### config.mk
export PLATFORM = sky130hd
export DESIGN_NAME = debounce_flat
export DESIGN_NICKNAME = d
export VERILOG_FILES = /design/src/rtl/debounce_if.sv /design/src/rtl/debounce.sv /design/src/flat_wrapper.sv
export SDC_FILE = /design/constraint.sdc
export NUM_CORES = 1
export LEC_CHECK = 0
export ABC_AREA = 1
export BUFFER_PORTS_ARGS = -buffer_cell sky130_fd_sc_hd__clkbuf_2
export CORE_MARGIN = 8
export CORE_UTILIZATION = 40
export DETAILED_ROUTE_END_ITERATION = 16
export REMOVE_ABC_BUFFERS = 1
export SYNTH_ARGS = -nofsm -noshare
export SYNTH_HDL_FRONTEND = slang
export SYNTH_SLANG_ARGS = --single-unit
### constraint.sdc
create_clock -name clk -period 1.71 [get_ports clk]
set_clock_uncertainty 0.05 [all_clocks]
set_input_delay 0.0855 -clock clk [delete_from_list [all_inputs] [get_ports clk]]
set_output_delay 0.0855 -clock clk [all_outputs]
set_load 0.05 [all_outputs]
### src/rtl/debounce_if.sv
// Signal bundle between a debouncer and its user: raw level in, qualified level,
// busy flag and rejected-transition count out.
interface debounce_if;
    logic       din;
    logic       i_glitch_clr;
    logic       o_dout;
    logic       o_busy;
    logic [7:0] o_glitch_cnt;

    modport master (
        output din,
        output i_glitch_clr,
        input  o_dout,
        input  o_busy,
        input  o_glitch_cnt
    );

    modport slave (
        input  din,
        input  i_glitch_clr,
        output o_dout,
        output o_busy,
        output o_glitch_cnt
    );
endinterface

### src/rtl/debounce.sv
// Switch/line debouncer: synchronizer chain feeding a four-state qualifier FSM.
// Define DEBOUNCE_GLITCH_CNT_EN to build the saturating rejected-transition counter.
module debounce #(
    parameter int SYNC_STAGES   = 2,
    parameter int STABLE_CYCLES = 16,
    parameter int CNT_WIDTH     = 16
) (
    input  logic       clk,
    input  logic       rst_n,
    debounce_if.slave  bus
);

    typedef enum logic [1:0] {
        LOW_STABLE,
        CHK_HIGH,
        HIGH_STABLE,
        CHK_LOW
    } state_t;

    localparam logic [CNT_WIDTH-1:0] CNT_ONE    = CNT_WIDTH'(1);
    localparam logic [CNT_WIDTH-1:0] CNT_TARGET = CNT_WIDTH'(STABLE_CYCLES);

    if (SYNC_STAGES < 2 || SYNC_STAGES > 4) begin : g_bad_sync_stages
        $error("debounce: SYNC_STAGES must be in 2..4");
    end
    if (CNT_WIDTH < 2 || CNT_WIDTH > 32) begin : g_bad_cnt_width
        $error("debounce: CNT_WIDTH must be in 2..32");
    end
    if (STABLE_CYCLES < 2 ||
        64'(STABLE_CYCLES) > ((64'd1 << CNT_WIDTH) - 64'd1)) begin : g_bad_stable_cycles
        $error("debounce: STABLE_CYCLES must be in 2..(2**CNT_WIDTH-1)");
    end

    // Synchronizer: stage 0 is the only reader of the raw asynchronous input.
    genvar gi;
    for (gi = 0; gi < SYNC_STAGES; gi++) begin : g_sync
        logic stage_reg;
        if (gi == 0) begin : g_first
            always_ff @(posedge clk or negedge rst_n) begin
                if (!rst_n) begin
                    stage_reg <= 1'b0;
                end else begin
                    stage_reg <= bus.din;
                end
            end
        end else begin : g_chain
            always_ff @(posedge clk or negedge rst_n) begin
                if (!rst_n) begin
                    stage_reg <= 1'b0;
                end else begin
                    stage_reg <= g_sync[gi-1].stage_reg;
                end
            end
        end
    end

    logic                 s_sync;
    state_t               state_reg;
    logic [CNT_WIDTH-1:0] cnt_reg;
    logic [CNT_WIDTH-1:0] cnt_next;
    logic                 dout_reg;
    logic                 busy_reg;

    assign s_sync   = g_sync[SYNC_STAGES-1].stage_reg;
    assign cnt_next = cnt_reg + CNT_ONE;

    // Qualifier: cnt counts consecutive samples disagreeing with dout_reg; it is
    // cleared on the edge it reaches the target, so it never exceeds it.
    always_ff @(posedge clk or negedge rst_n) begin
        if (!rst_n) begin
            state_reg <= LOW_STABLE;
            cnt_reg   <= '0;
            dout_reg  <= 1'b0;
            busy_reg  <= 1'b0;
        end else begin
            case (state_reg)
                LOW_STABLE: begin
                    if (s_sync) begin
                        state_reg <= CHK_HIGH;
                        cnt_reg   <= CNT_ONE;
                        busy_reg  <= 1'b1;
                    end else begin
                        cnt_reg   <= '0;
                    end
                end
                HIGH_STABLE: begin
                    if (!s_sync) begin
                        state_reg <= CHK_LOW;
                        cnt_reg   <= CNT_ONE;
                        busy_reg  <= 1'b1;
                    end else begin
                        cnt_reg   <= '0;
                    end
                end
                CHK_HIGH: begin
                    if (s_sync != dout_reg) begin
                        if (cnt_next == CNT_TARGET) begin
                            state_reg <= HIGH_STABLE;
                            cnt_reg   <= '0;
                            dout_reg  <= 1'b1;
                            busy_reg  <= 1'b0;
                        end else begin
                            cnt_reg   <= cnt_next;
                        end
                    end else begin
                        state_reg <= LOW_STABLE;
                        cnt_reg   <= '0;
                        busy_reg  <= 1'b0;
                    end
                end
                CHK_LOW: begin
                    if (s_sync != dout_reg) begin
                        if (cnt_next == CNT_TARGET) begin
                            state_reg <= LOW_STABLE;
                            cnt_reg   <= '0;
                            dout_reg  <= 1'b0;
                            busy_reg  <= 1'b0;
                        end else begin
                            cnt_reg   <= cnt_next;
                        end
                    end else begin
                        state_reg <= HIGH_STABLE;
                        cnt_reg   <= '0;
                        busy_reg  <= 1'b0;
                    end
                end
                default: begin
                    state_reg <= LOW_STABLE;
                    cnt_reg   <= '0;
                    dout_reg  <= 1'b0;
                    busy_reg  <= 1'b0;
                end
            endcase
        end
    end

    assign bus.o_dout = dout_reg;
    assign bus.o_busy = busy_reg;

`ifdef DEBOUNCE_GLITCH_CNT_EN
    logic       glitch_hit;
    logic [7:0] glitch_cnt_reg;

    // A glitch is a qualification abandoned because the sample fell back.
    assign glitch_hit = ((state_reg == CHK_HIGH) || (state_reg == CHK_LOW)) &&
                        (s_sync == dout_reg);

    always_ff @(posedge clk or negedge rst_n) begin
        if (!rst_n) begin
            glitch_cnt_reg <= 8'd0;
        end else if (bus.i_glitch_clr) begin
            glitch_cnt_reg <= 8'd0;
        end else if (glitch_hit && (glitch_cnt_reg != 8'hFF)) begin
            glitch_cnt_reg <= glitch_cnt_reg + 8'd1;
        end
    end

    assign bus.o_glitch_cnt = glitch_cnt_reg;
`else
    logic unused_glitch_clr;

    assign unused_glitch_clr = bus.i_glitch_clr;
    assign bus.o_glitch_cnt  = 8'd0;
`endif

endmodule

### src/flat_wrapper.sv
// flat-port wrapper written by rule: the top's interface ports become plain ports
module debounce_flat 
#(
    parameter int SYNC_STAGES   = 2,
    parameter int STABLE_CYCLES = 16,
    parameter int CNT_WIDTH     = 16
)
  (clk, rst_n, bus_din, bus_i_glitch_clr, bus_o_dout, bus_o_busy, bus_o_glitch_cnt);
  debounce_if bus_i ();
  input  logic clk;
  input  logic rst_n;
  input wire logic [$bits(bus_i.din)-1:0] bus_din;
  input wire logic [$bits(bus_i.i_glitch_clr)-1:0] bus_i_glitch_clr;
  output wire logic [$bits(bus_i.o_dout)-1:0] bus_o_dout;
  output wire logic [$bits(bus_i.o_busy)-1:0] bus_o_busy;
  output wire logic [$bits(bus_i.o_glitch_cnt)-1:0] bus_o_glitch_cnt;
  assign bus_i.din = bus_din;
  assign bus_i.i_glitch_clr = bus_i_glitch_clr;
  assign bus_o_dout = bus_i.o_dout;
  assign bus_o_busy = bus_i.o_busy;
  assign bus_o_glitch_cnt = bus_i.o_glitch_cnt;
  debounce #(.SYNC_STAGES(SYNC_STAGES), .STABLE_CYCLES(STABLE_CYCLES), .CNT_WIDTH(CNT_WIDTH)) u_core (.clk(clk), .rst_n(rst_n), .bus(bus_i));
endmodule
# == Word level (Yosys, flattened, before mapping) ==
# Cells that the tools add are included.
# word_totals
register_bits,22
elab_cells,48
inputBits,4
out_inout_bits,10
# op_classes
mux,21
n_eq_ne,14
reduce_logical,6
addsub,1
# op_table
operator,n
one-hot mux 16 bit (3 select lines),1
two-way mux 16 bit,2
adder 16 x 1 -> 16 bit (second input constant),1
== test 16 x 5 -> 1 bit (second input constant),1
two-way mux 2 bit,6
inequality test 2 x 1 -> 1 bit (second input constant),5
two-way mux 1 bit,9
inequality test 3 bit (second input constant),3
one-hot mux 2 bit (4 select lines),1
AND reduction 5 bit,1
== test 2 bit (second input constant),2
AND reduction 4 bit,1
one-hot mux 1 bit (3 select lines),1
AND reduction 3 bit,1
== test 2 x 1 -> 1 bit (second input constant),1
zero test 2 bit,1
inequality test 2 bit (second input constant),1
one-hot mux 1 bit (2 select lines),1
nonzero test 2 bit,1
OR reduction 2 bit,1
inequality test 1 bit,1

# == Depth between registers and ports, before layout ==
# Gate-level depths: netlist (run 1).
# logic_depth
ltp_word,5
mapped_depth,14
depth_no_buf,14

# == Worst setup path before layout (run 1) ==
# Ideal clock, no wire load.
# synth_path
path_type,register -> register
from,register u_core.cnt_reg[0]
to,register u_core.state_reg[0]
period_less_slack_ns,1.827
path_buffers,1
setup_time_ns,0.116
required_ns,1.544
slack_ns,-0.117
arrival_time_ns,1.661
stages_incl_launch_ff,14
cell_sequence,dfrtp_1 -> ha_1 -> nand3_2 -> nor2_4 -> nand2_1 -> nand2_2 -> nand2_1 -> nor2_2 -> nand2_1 -> nor2_4 -> nand2_2 -> nand2_4 -> buf_12 -> nand2_2
# synth_via
elab_chain_len,4
# synth_rtl
item,line,rtl
start: declaration,debounce.sv:59,logic [CNT_WIDTH-1:0] cnt_reg;
start signal: assignment,debounce.sv:103,cnt_reg <= cnt_next;
start signal: assignment,debounce.sv:119,cnt_reg <= cnt_next;
adder 16 x 1 -> 16 bit *,debounce.sv:65,assign cnt_next = cnt_reg + CNT_ONE;
== test 16 x 5 -> 1 bit *,"debounce.sv:97, debounce.sv:113",
inequality test 3 bit (no line),-,
AND reduction 4 bit (no line) *,-,
end signal: assignment,debounce.sv:71,state_reg <= LOW_STABLE;
end signal: assignment,debounce.sv:98,state_reg <= HIGH_STABLE;
end signal: assignment,debounce.sv:114,state_reg <= LOW_STABLE;
end: declaration,debounce.sv:58,state_t state_reg;
# Every way passes the cells marked *; elsewhere a longest branch is shown, timed or not.
# A chain may end at the register's enable or synchronous reset.

# == Worst setup path after layout (run 1) ==
# layout_path
from,register u_core.cnt_reg[1]
to,register u_core.cnt_reg[11]
# layout_via
elab_chain_len,5
# layout_rtl
item,line,rtl
adder 16 x 1 -> 16 bit *,debounce.sv:65,
== test 16 x 5 -> 1 bit,"debounce.sv:97, debounce.sv:113",
two-way mux 16 bit *,"debounce.sv:97, debounce.sv:113",
two-way mux 16 bit *,debounce.sv:112,if (s_sync != dout_reg) begin
one-hot mux 16 bit (3 select lines) *,debounce.sv:76,case (state_reg)
# Marked as above.

==> results.md, run 1 <==
* Crit Path Max Fanout at 8
* First-pass GRT wire length at 5260 µm
* Largest register FFs at 16
* Area leader, netlist: dfrtp_1
* Seq cells post-synth at 22
* Area post-placement at 1630 µm²
* Worst R2R End: u_core.cnt_reg[11]
* Placement Setup Slack at -0.250 ns
* Fmax at roughly 520 MHz
* Reg-to-reg slack, setup at -0.20 ns
* Sequential Power Share at 0.418
* Launch point of the worst reg-to-reg path: u_core.cnt_reg[1]
* Remaining Overflow, GRT at 0
* Initial Util at 0.408
* Antenna diode instance count at 0
* Ys async rst share at 1.00
* Commonest cells in the netlist: nand2_1 (51), dfrtp_1 (22), inv_1 (18)
* Post-route cell area at around 1900 µm²
* Ys Warns at 0
* Critical path class: reg -> reg
* Vias in the first global route at 1219
* HPWL after DPL at around 2200 µm
* Pwr dens at approximately 780 nW/µm²
* Syn_area_per_cell at 7.84 µm²
* R2R cell count at 13
* Clock slew seen by the registers of the worst setup and hold paths at approximately 0.13 ns
* Sw power at 0.484 mW
* Max cap viols at 0
* Combinational share of power at 0.304
* Top-count cell post-synth: nand2_1
* Setup crit start: u_core.cnt_reg[1]
* Number of synthesized flops with an enable pin at 0
* Net Sw Frac at 0.333
* Worst-Skew Late Latency at 0.31 ns
* Leakage at ~0.88 nW
* Cell area after synthesis at 1340 µm²
* Failing checks: setup timing
* Die width at 73.9 µm
* Share of cells above drive strength 1 at 0.416
* CTS root buf: clkbuf_4
* Die area at around 5500 µm²
* Area share of the largest cell type after synthesis at 0.410
* Critical Path Sink: u_core.cnt_reg[11]
* Area contributors post-synth: dfrtp_1 (41%), nand2_1 (14%), inv_1 (5.0%)
* # nets final at roughly 230
* Initial antenna violation count at 0
* Critical path's top delay family: simple AND/OR/NAND/NOR gates
* Fill cells at roughly 330
* Clk pwr share at 0.278
* CP startpoint kind: register
* Die height at between 70 and 80 µm
* Total power at ~1.5 mW
* CTS Sinks at 22
* Internal power at a little under 1 mW
* Initial drt markers at 39
* Sequence of cells on the critical path: buf_4, nand2_2, nor2_4, nand3_2, nand2_1, nand2_1, nor2_2, nand2_1, nor2_4, nand2_2, nand2_4, buf_12, a21oi_1
* Global placer's final weighted congestion at 0.873
* CTS tree: done
* Crit share post-route at 1.12
* Slew HR at 0.637
* TritonRoute pass-1 iters at 4
* I/O pin cnt at 14
* RSZ-0062 raised after global routing: yes
* Critical path capture point type: register
* Peak VDD IR at 0.000651 V
* H-tree depth reported by CTS at 1
* Pin count of the biggest net entering global routing at 23
* DRT Wirelength at 3030 µm
* CP Buf/Inv Count at 2
* Drt via density at 4.54
* # DRC at 0
* Row cnt at 21
* Critical path data arrival time at about 2.1 ns
* Worst-Margin Slew at between 0.5 and 0.6 ns
* Count of cell types in the netlist at 22
* Global-route usage over all layers at 0.122
* CP Depth at 13
* Post-route ant nets at 0
* Routed wire length per instance at approximately 11 µm
* Sequential share of the synthesized area at 0.410
* Endpoints failing hold at 0
* Critical Path RT at 1.87 ns
* Hold Path Class: in -> async
* Slowest cell on crit path: dfrtp_1
* TritonCTS Buffers at 3
* Status: complete, but fails checks
* Syn Inst Count at 171
* Core Box Area at between 3000 and 4000 µm²
* Final setup fails at 20
* Final Critical Period at between 1.5 and 2 ns
* Dominant synthesized flop cell: dfrtp_1
* Delay of the slowest critical-path stage at between 0.3 and 0.4 ns
* Syn-to-layout area delta at 38.4%
* Buffer depth of the longest clock path at 2
* Max-slew violation count at 0
* Setup WS post-layout at -0.199 ns
* Via count at approximately 1200
* Crit path top cell by count: nand2_1
* PortBufs at 4
power by group through the flow:
stage	Sequential [mW]	Combinational, mW	Clock, mW
after floorplan	0.642	0.205	0
after global placement	0.600	0.400	0
after CTS	0.599	0.444	0.422
final	0.606	0.441	0.404
after global routing	0.610	0.490	0.441
after detailed placement	0.603	0.406	0
repair_timing:
item / CTS / global route
hold buffers: 2 / 0
setup buffers: 7 / 2
endpoints found under the hold margin: 23 / 0
pin swaps: 12 / 6
endpoints found under the setup margin: 19 / 20
resized for setup: 12 / 10
cloned: 1 / 0
kinds of logic after synthesis:
family	count (synthesis)	synth area share
other cells	1	0.00280
buf+inv	27	0.110
fa+ha+maj	1	0.00933
compound gates	10	0.0522
simple gates	108	0.402
xor+xnor	2	0.0131
flops	22	0.410
layer usage:
metal  GRT usage  vias to the layer above  part of all wire
met5           0                        -                 0
met4      0.0532                        0             0.013
met3      0.0218                        5             0.035
met2       0.206                       23              0.51
met1       0.146                      558              0.44
li1            -                      625                 -
worst min-delay path by stage:
stage / from / end / cells after the start / slack [ns]
2_1_floorplan: rst_n / asynchronous set/reset pin / 0 / -0.26
3_3_place_gp: rst_n / u_core.cnt_reg[7] / 1 / 0.05
3_5_place_dp: rst_n / u_core.cnt_reg[7] / 1 / 0.06
4_1_cts: rst_n / u_core.cnt_reg[13] / 2 / 0.24
5_1_grt: rst_n / u_core.cnt_reg[13] / 2 / 0.28
6_report: rst_n / u_core.cnt_reg[13] / 2 / 0.22
placed cells by master (no fill, tap or decap), drive strengths merged, types with 2 or more instances in the layout:
| cell | n |
|---|---|
| nand3b | 3 |
| xor2 | 2 |
| a21oi | 8 |
| conb | 8 |
| clkbuf | 7 |
| dlygate4sd3 | 2 |
| nor2 | 26 |
| buf | 41 |
| nand3 | 17 |
| dfrtp | 22 |
| o21bai | 2 |
| inv | 18 |
| nand4 | 5 |
| nand2 | 56 |
worst reg2reg max path, cell delays in order (launching register included):
cell	delay (ns)
dfrtp_1	0.38
buf_4	0.13
nand2_2	0.07
nor2_4	0.18
nand3_2	0.14
nand2_1	0.10
nand2_1	0.06
nor2_2	0.10
nand2_1	0.09
nor2_4	0.13
nand2_2	0.08
nand2_4	0.11
buf_12	0.14
a21oi_1	0.05
layout make-up:
class / count / area (µm²) / area share
multi-input cells: 130 / 752 / 0.405
flip-flops and latches: 22 / 554 / 0.299
repair buffers: 47 / 373 / 0.201
inverters: 18 / 67.6 / 0.0364
well taps: 46 / 57.6 / 0.0310
clock inverters: 1 / 30.0 / 0.0162
clock buffers: 3 / 22.5 / 0.0121
stage by stage:
step | hold WS, ns | instances | TNS [ns] | utilization
6_report | 0.221 | 267 | -3.65 | 0.565
2_1_floorplan | -0.260 | 169 | -1.27 | -
4_1_cts | 0.237 | 265 | -3.56 | 0.552
3_5_place_dp | 0.0593 | 251 | -4.22 | 0.496
3_3_place_gp | 0.0510 | 251 | -3.24 | 0.496
5_1_grt | 0.283 | 267 | -6.42 | 0.565
Note: power is estimated with default switching activity, not from simulation.
==> run 2: changes to the inputs <==
Settings changed: ABC_AREA 1 to default, CORE_UTILIZATION 40 to 35.
Clock period 1.71 ns to 1.9 ns, I/O delays scaled along.
==> results.md, run 2 <==
* Initial drt markers at 14
* Pwr dens at roughly 550 nW/µm²
* Final Util at 0.437
* Critical Path Sink: u_core.bus.o_dout
* CTS tree: done
* Syn-to-layout area delta at 22.5%
* Routed wire length per instance at 12.2 µm
* Area leader, netlist: dfrtp_1
* Via count at about 900
* Placed cell count at 190
* Row cnt at 22
* Share of cells above drive strength 1 at 0.420
* Buffer depth of the longest clock path at 2
* Pin count of the biggest net entering global routing at 23
* Hold Path Class: in -> async
* Commonest cells in the netlist: dfrtp_1 (22), nor2_2 (10), xnor2_1 (10)
* Critical Path RT at ~2.1 ns
* Area contributors post-synth: dfrtp_1 (43%), xnor2_1 (6.9%), xor2_1 (6.2%)
* First-pass GRT wire length at 4110 µm
* Clk pwr share at 0.246
* Top-count cell post-synth: dfrtp_1
* Launch point of the worst reg-to-reg path: u_core.cnt_reg[1]
* Critical path class: reg -> reg
* Die area at about 5800 µm²
* Die height at roughly 76 µm
* Core Box Area at 3580 µm²
* CTS root buf: clkbuf_4
* Antenna diode instance count at 0
* Vias in the first global route at between 900 and 1000
* Commonest non-fill, non-tap cells in the layout: buf_4 (27), dfrtp_1 (21), xnor2_1 (10), nor2_2 (10), xor2_1 (9)
* Number of synthesized flops with an enable pin at 0
* Largest register FFs at 16
* Placement Setup Slack at -0.288 ns
* Sequential Power Share at 0.573
* Setup TNS at -2.21 ns
* Drt via density at roughly 4.5
* H-tree depth reported by CTS at 1
* Ys Warns at 0
* Count of cell types in the netlist at 38
* Most common cell after layout, fill and taps aside: buf_4
* CTS Sinks at 22
* Sequential share of the synthesized area at 0.431
* HPWL after DPL at 1820 µm
* Cell area after synthesis at 1280 µm²
* Global placer's final weighted congestion at 0.842
* TritonCTS Buffers at 3
* Setup WS post-layout at -0.203 ns
* Die width at 76.4 µm
* Endpoints failing hold at 0
* Global-route usage over all layers at 0.0820
* R2R cell count at 8
* Syn Inst Count at around 120
* Max cap viols at 0
* Fill cells at between 300 and 400
* Critical path capture point type: register
* DRT Wirelength at 2420 µm
* Sw power at roughly 0.26 mW
* I/O pin cnt at 14
* Crit Path Max Fanout at 4
* Status: complete, but fails checks
* Combinational share of power at 0.181
* Setup crit start: u_core.cnt_reg[1]
* CP startpoint kind: register
* Post-route ant nets at 0
* Peak VDD IR at between 0.0004 and 0.0005 V
* Ys async rst share at 1.00
* Dominant synthesized flop cell: dfrtp_1
* Final setup fails at 15
* Final Critical Period at 2.10 ns
* Fin cells at roughly 200
* Area share of the largest cell type after synthesis at 0.431
* Max-slew violation count at 0
* Fmax at 476 MHz
* Leakage at around 0.7 nW
* Syn_area_per_cell at about 11 µm²
* Worst R2R End: u_core.bus.o_dout
* Worst-Skew Late Latency at 0.31 ns
* Reg-to-reg slack, setup at -0.20 ns
* Failing checks: setup timing
* Net Sw Frac at 0.298
* Internal power at 0.606 mW
* # DRC at 0
* Initial Util at 0.357
* Crit share post-route at 1.11
* Worst-Margin Slew at between 0.5 and 0.6 ns
* # nets final at roughly 160
* Clock slew seen by the registers of the worst setup and hold paths at 0.12 ns
* Initial antenna violation count at 0
* TritonRoute pass-1 iters at 4
* RSZ-0062 raised after global routing: yes
* Slew HR at 0.644
* Remaining Overflow, GRT at 0
* PortBufs at 4
* Critical path data arrival time at 2.28 ns
* Seq cells post-synth at 22
==> run 2: cell types whose count changed after synthesis, moves of 3 or more <==
| cell | delta |
|---|---|
| xor2_1 | +7 |
| nand2_1 | -45 |
| buf_6 | +3 |
| nor2_4 | -4 |
| nand3_2 | -4 |
| a21oi_1 | -3 |
| inv_1 | -15 |
| xnor2_1 | +10 |
| a21oi_2 | -4 |
| nand3_1 | -6 |
| nor2_2 | +3 |
| nand2_2 | -4 |
| nor2_1 | -8 |
==> run 2: logic make-up (layout without fill, tap and decap cells) <==
logic type                 count (synthesis)  in the layout  share of synthesized area
and+or+nand+nor                           48             48                      0.234
DFF                                       22             22                      0.431
xor gates and xnor gates                  20             20                      0.143
buffers and inverters                     16             41                      0.104
AOI/OAI and AO/OA                          8              8                     0.0597
muxes                                      2              2                     0.0157
adders and majority gates                  1              1                    0.00979
other                                      1              8                    0.00294
==> run 2: layout make-up <==
type | count | area [µm²] | area share
Tap cell | 48 | 60.1 | 0.0384
Timing Repair Buffer | 35 | 265 | 0.169
Sequential cell | 22 | 552 | 0.353
Multi-Input combinational cell | 87 | 654 | 0.418
Clock buffer | 3 | 22.5 | 0.0144
Inverter | 3 | 11.3 | 0.00719
==> run 2: timing repair <==
| item | in CTS | in global routing |
|---|---|---|
| pin swaps | 13 | 3 |
| setup endpoints to repair | 15 | 15 |
| gates resized for setup | 8 | 2 |
| endpoints found under the hold margin | 23 | 0 |
| buffers inserted | 3 | 0 |
| hold buffers | 2 | 0 |
==> run 2: per-layer routing <==
layer  up-vias  GRT usage  routed length, µm  part of all wire
met5         -          0                  0                 0
met4         0     0.0173                  9            0.0037
met3         2     0.0177                 98             0.041
met2        17      0.138               1170              0.48
met1       427      0.104               1140              0.47
li1        446          -                  -                 -
==> run 2: stage by stage <==
step                total power, mW  instance area (µm²)  hold WS (ns)
floorplan                     0.599                 1180        -0.251
global placement              0.645                 1460        0.0508
detailed placement            0.648                 1460        0.0626
CTS                           0.872                 1560         0.258
global route                  0.898                 1570         0.278
finish                        0.863                 1570         0.231
==> run 2: worst min-delay path by stage <==
stage	to	start	depth (start not counted)
4_1_cts	u_core.cnt_reg[1]	rst_n	2
3_3_place_gp	u_core.cnt_reg[1]	rst_n	1
3_5_place_dp	u_core.cnt_reg[1]	rst_n	1
5_1_grt	u_core.cnt_reg[2]	rst_n	2
2_1_floorplan	asynchronous set/reset pin	rst_n	0
6_report	u_core.cnt_reg[2]	rst_n	2
==> run 2: critical path, cell delays in order, from the launching register on <==
cell and delay [ns]:
dfrtp_1 0.41, ha_2 0.21, and3_4 0.15, a211o_1 0.26
a221oi_2 0.25, o2111ai_2 0.16, buf_4 0.18, nor3_4 0.14
mux2i_1 0.21
==> run 2: power by group through the flow <==
stage | Combinational [mW] | Sequential (mW) | Clock [mW]
detailed placement | 0.144 | 0.504 | 0
global placement | 0.142 | 0.503 | 0
finish | 0.156 | 0.495 | 0.212
floorplan | 0.0751 | 0.524 | 0
global route | 0.168 | 0.498 | 0.232
CTS | 0.157 | 0.495 | 0.219
==> run 3: changes to the inputs <==
Settings changed: ABC_AREA from default to 1.
==> results.md, run 3 (same netlist as run 1, synthesis figures left out) <==
* Max cap viols at 0
* CP startpoint kind: register
* Post-route ant nets at 0
* PortBufs at 4
* Fmax at ~520 MHz
* Area post-placement at 1480 µm²
* Critical Path RT at 2.01 ns
* Syn-to-layout area delta at 27.9%
* Most common cell after layout, fill and taps aside: nand2_1
* Worst-Margin Slew at around 0.53 ns
* Final Critical Period at about 1.9 ns
* Final setup fails at 17
* Tightest hold margin at ~0.29 ns
* R2R cell count at 13
* Core Box Area at 3660 µm²
* Max-slew violation count at 0
* H-tree depth reported by CTS at 1
* Drt via density at ~4.5
* Antenna diode instance count at 0
* Endpoints failing hold at 0
* Global placer's final weighted congestion at between 0.7 and 0.8
* CTS Sinks at 22
* Commonest non-fill, non-tap cells in the layout: nand2_1 (49), dfrtp_1 (20), inv_1 (17), buf_4 (17), nand3_1 (12)
* Die width at 77.9 µm
* TritonCTS Buffers at 3
* RSZ-0062 raised after global routing: yes
* Initial Util at 0.366
* Critical path class: reg -> reg
* Peak VDD IR at roughly 0.00060 V
* Setup WS post-layout at -0.0339 ns
* Crit Path Max Fanout at 6
* Pin count of the biggest net entering global routing at 23
* Crit share post-route at 1.02
* Row cnt at 22
* Critical path data arrival time at ~2.0 ns
* # DRC at 0
* Post-route cell area at between 1500 and 2000 µm²
* I/O pin cnt at 14
* Remaining Overflow, GRT at 0
* Routed wire length per instance at about 11 µm
* First-pass GRT wire length at between 4000 and 5000 µm
* Worst-Skew Late Latency at between 0.2 and 0.3 ns
* Via count at around 1100
* Final Util at 0.469
* CTS tree: done
* Vias in the first global route at ~1100
* Clock slew seen by the registers of the worst setup and hold paths at ~0.080 ns
* Initial drt markers at 74
* TritonRoute pass-1 iters at 4
* Hold Path Class: in -> async
* Die area at between 6000 and 7000 µm²
* DRT Wirelength at roughly 2800 µm
* Leakage at approximately 0.77 nW
* Pwr dens at approximately 790 nW/µm²
* Initial antenna violation count at 0
* Global-route usage over all layers at 0.0949
* Worst R2R End: u_core.cnt_reg[2]
* Status: complete, but fails checks
* CTS root buf: clkbuf_8
* Fill cells at 358
* Share of cells above drive strength 1 at 0.342
* Launch point of the worst reg-to-reg path: u_core.cnt_reg[0]
* HPWL after DPL at roughly 1900 µm
* Total power at approximately 1.4 mW
* Largest register FFs at 16
* Slew HR at 0.646
* Die height at 77.9 µm
* Critical path capture point type: register
* Reg-to-reg slack, setup at -0.03 ns
* Buffer depth of the longest clock path at 2
* Failing checks: setup timing
* Placement Setup Slack at -0.0932 ns
* # nets final at between 200 and 250
[run 3: worst max-delay path: stages (launching register included)]
cell and delay [ns]:
dfrtp_1 0.36, ha_2 0.22, nand3_4 0.13, nor2_4 0.16, nand2_1 0.07, nand2_1 0.07
nand2_1 0.06, nor2_2 0.15, nand2_2 0.08, nor2_4 0.10, nand2_2 0.08, nand2_4 0.11
buf_12 0.14, nor3_2 0.05
[run 3: layer usage]
metal	GRT usage	routed length [µm]	vias to the layer above	part of all wire
met4	0.0222	20	0	0.0073
met5	0	0	-	0
met3	0.0242	87	4	0.032
li1	-	-	579	-
met1	0.111	1220	526	0.44
met2	0.168	1420	14	0.52
[run 3: how the worst max path moves through the flow]
stage                                    end              start  slack (ns)
after floorplan            u_core.bus.o_busy  u_core.cnt_reg[0]       0.009
final                      u_core.cnt_reg[2]  u_core.cnt_reg[0]       -0.03
after CTS                 u_core.cnt_reg[10]  u_core.cnt_reg[1]       -0.03
after global routing       u_core.bus.o_busy  u_core.cnt_reg[0]       -0.19
after global placement    u_core.cnt_reg[10]  u_core.cnt_reg[1]       -0.05
after detailed placement  u_core.cnt_reg[13]  u_core.cnt_reg[0]       -0.09
[run 3: cell type report]
class | instances | area (µm²) | area share
well taps | 48 | 60.1 | 0.0350
repair buffers | 25 | 208 | 0.121
clock inverters | 1 | 30.0 | 0.0175
clock buffers | 3 | 41.3 | 0.0241
flip-flops and latches | 22 | 553 | 0.322
inverters | 18 | 67.6 | 0.0394
multi-input cells | 130 | 756 | 0.441
[run 3: repair_timing]
action | in CTS | in global routing
gates resized for setup | 11 | 11
buffers inserted | 7 | 0
hold buffers | 2 | 0
hold endpoints to repair | 23 | 0
cloned | 1 | 0
setup endpoints to repair | 19 | 19
pin swaps | 8 | 7
[run 3: stage by stage]
stage          cells  setup TNS [ns]
6_report         247          -0.343
5_1_grt          247           -3.39
4_1_cts          247          -0.303
3_5_place_dp     233           -1.35
3_3_place_gp     233          -0.676
2_1_floorplan    169               0
[run 3: where the power goes]
part	total [mW]	leakage (nW)	internal [mW]	switching (mW)
logic	0.396	0.445	0.140	0.255
registers	0.532	0.293	0.509	0.0235
clock network	0.435	0.0357	0.281	0.154
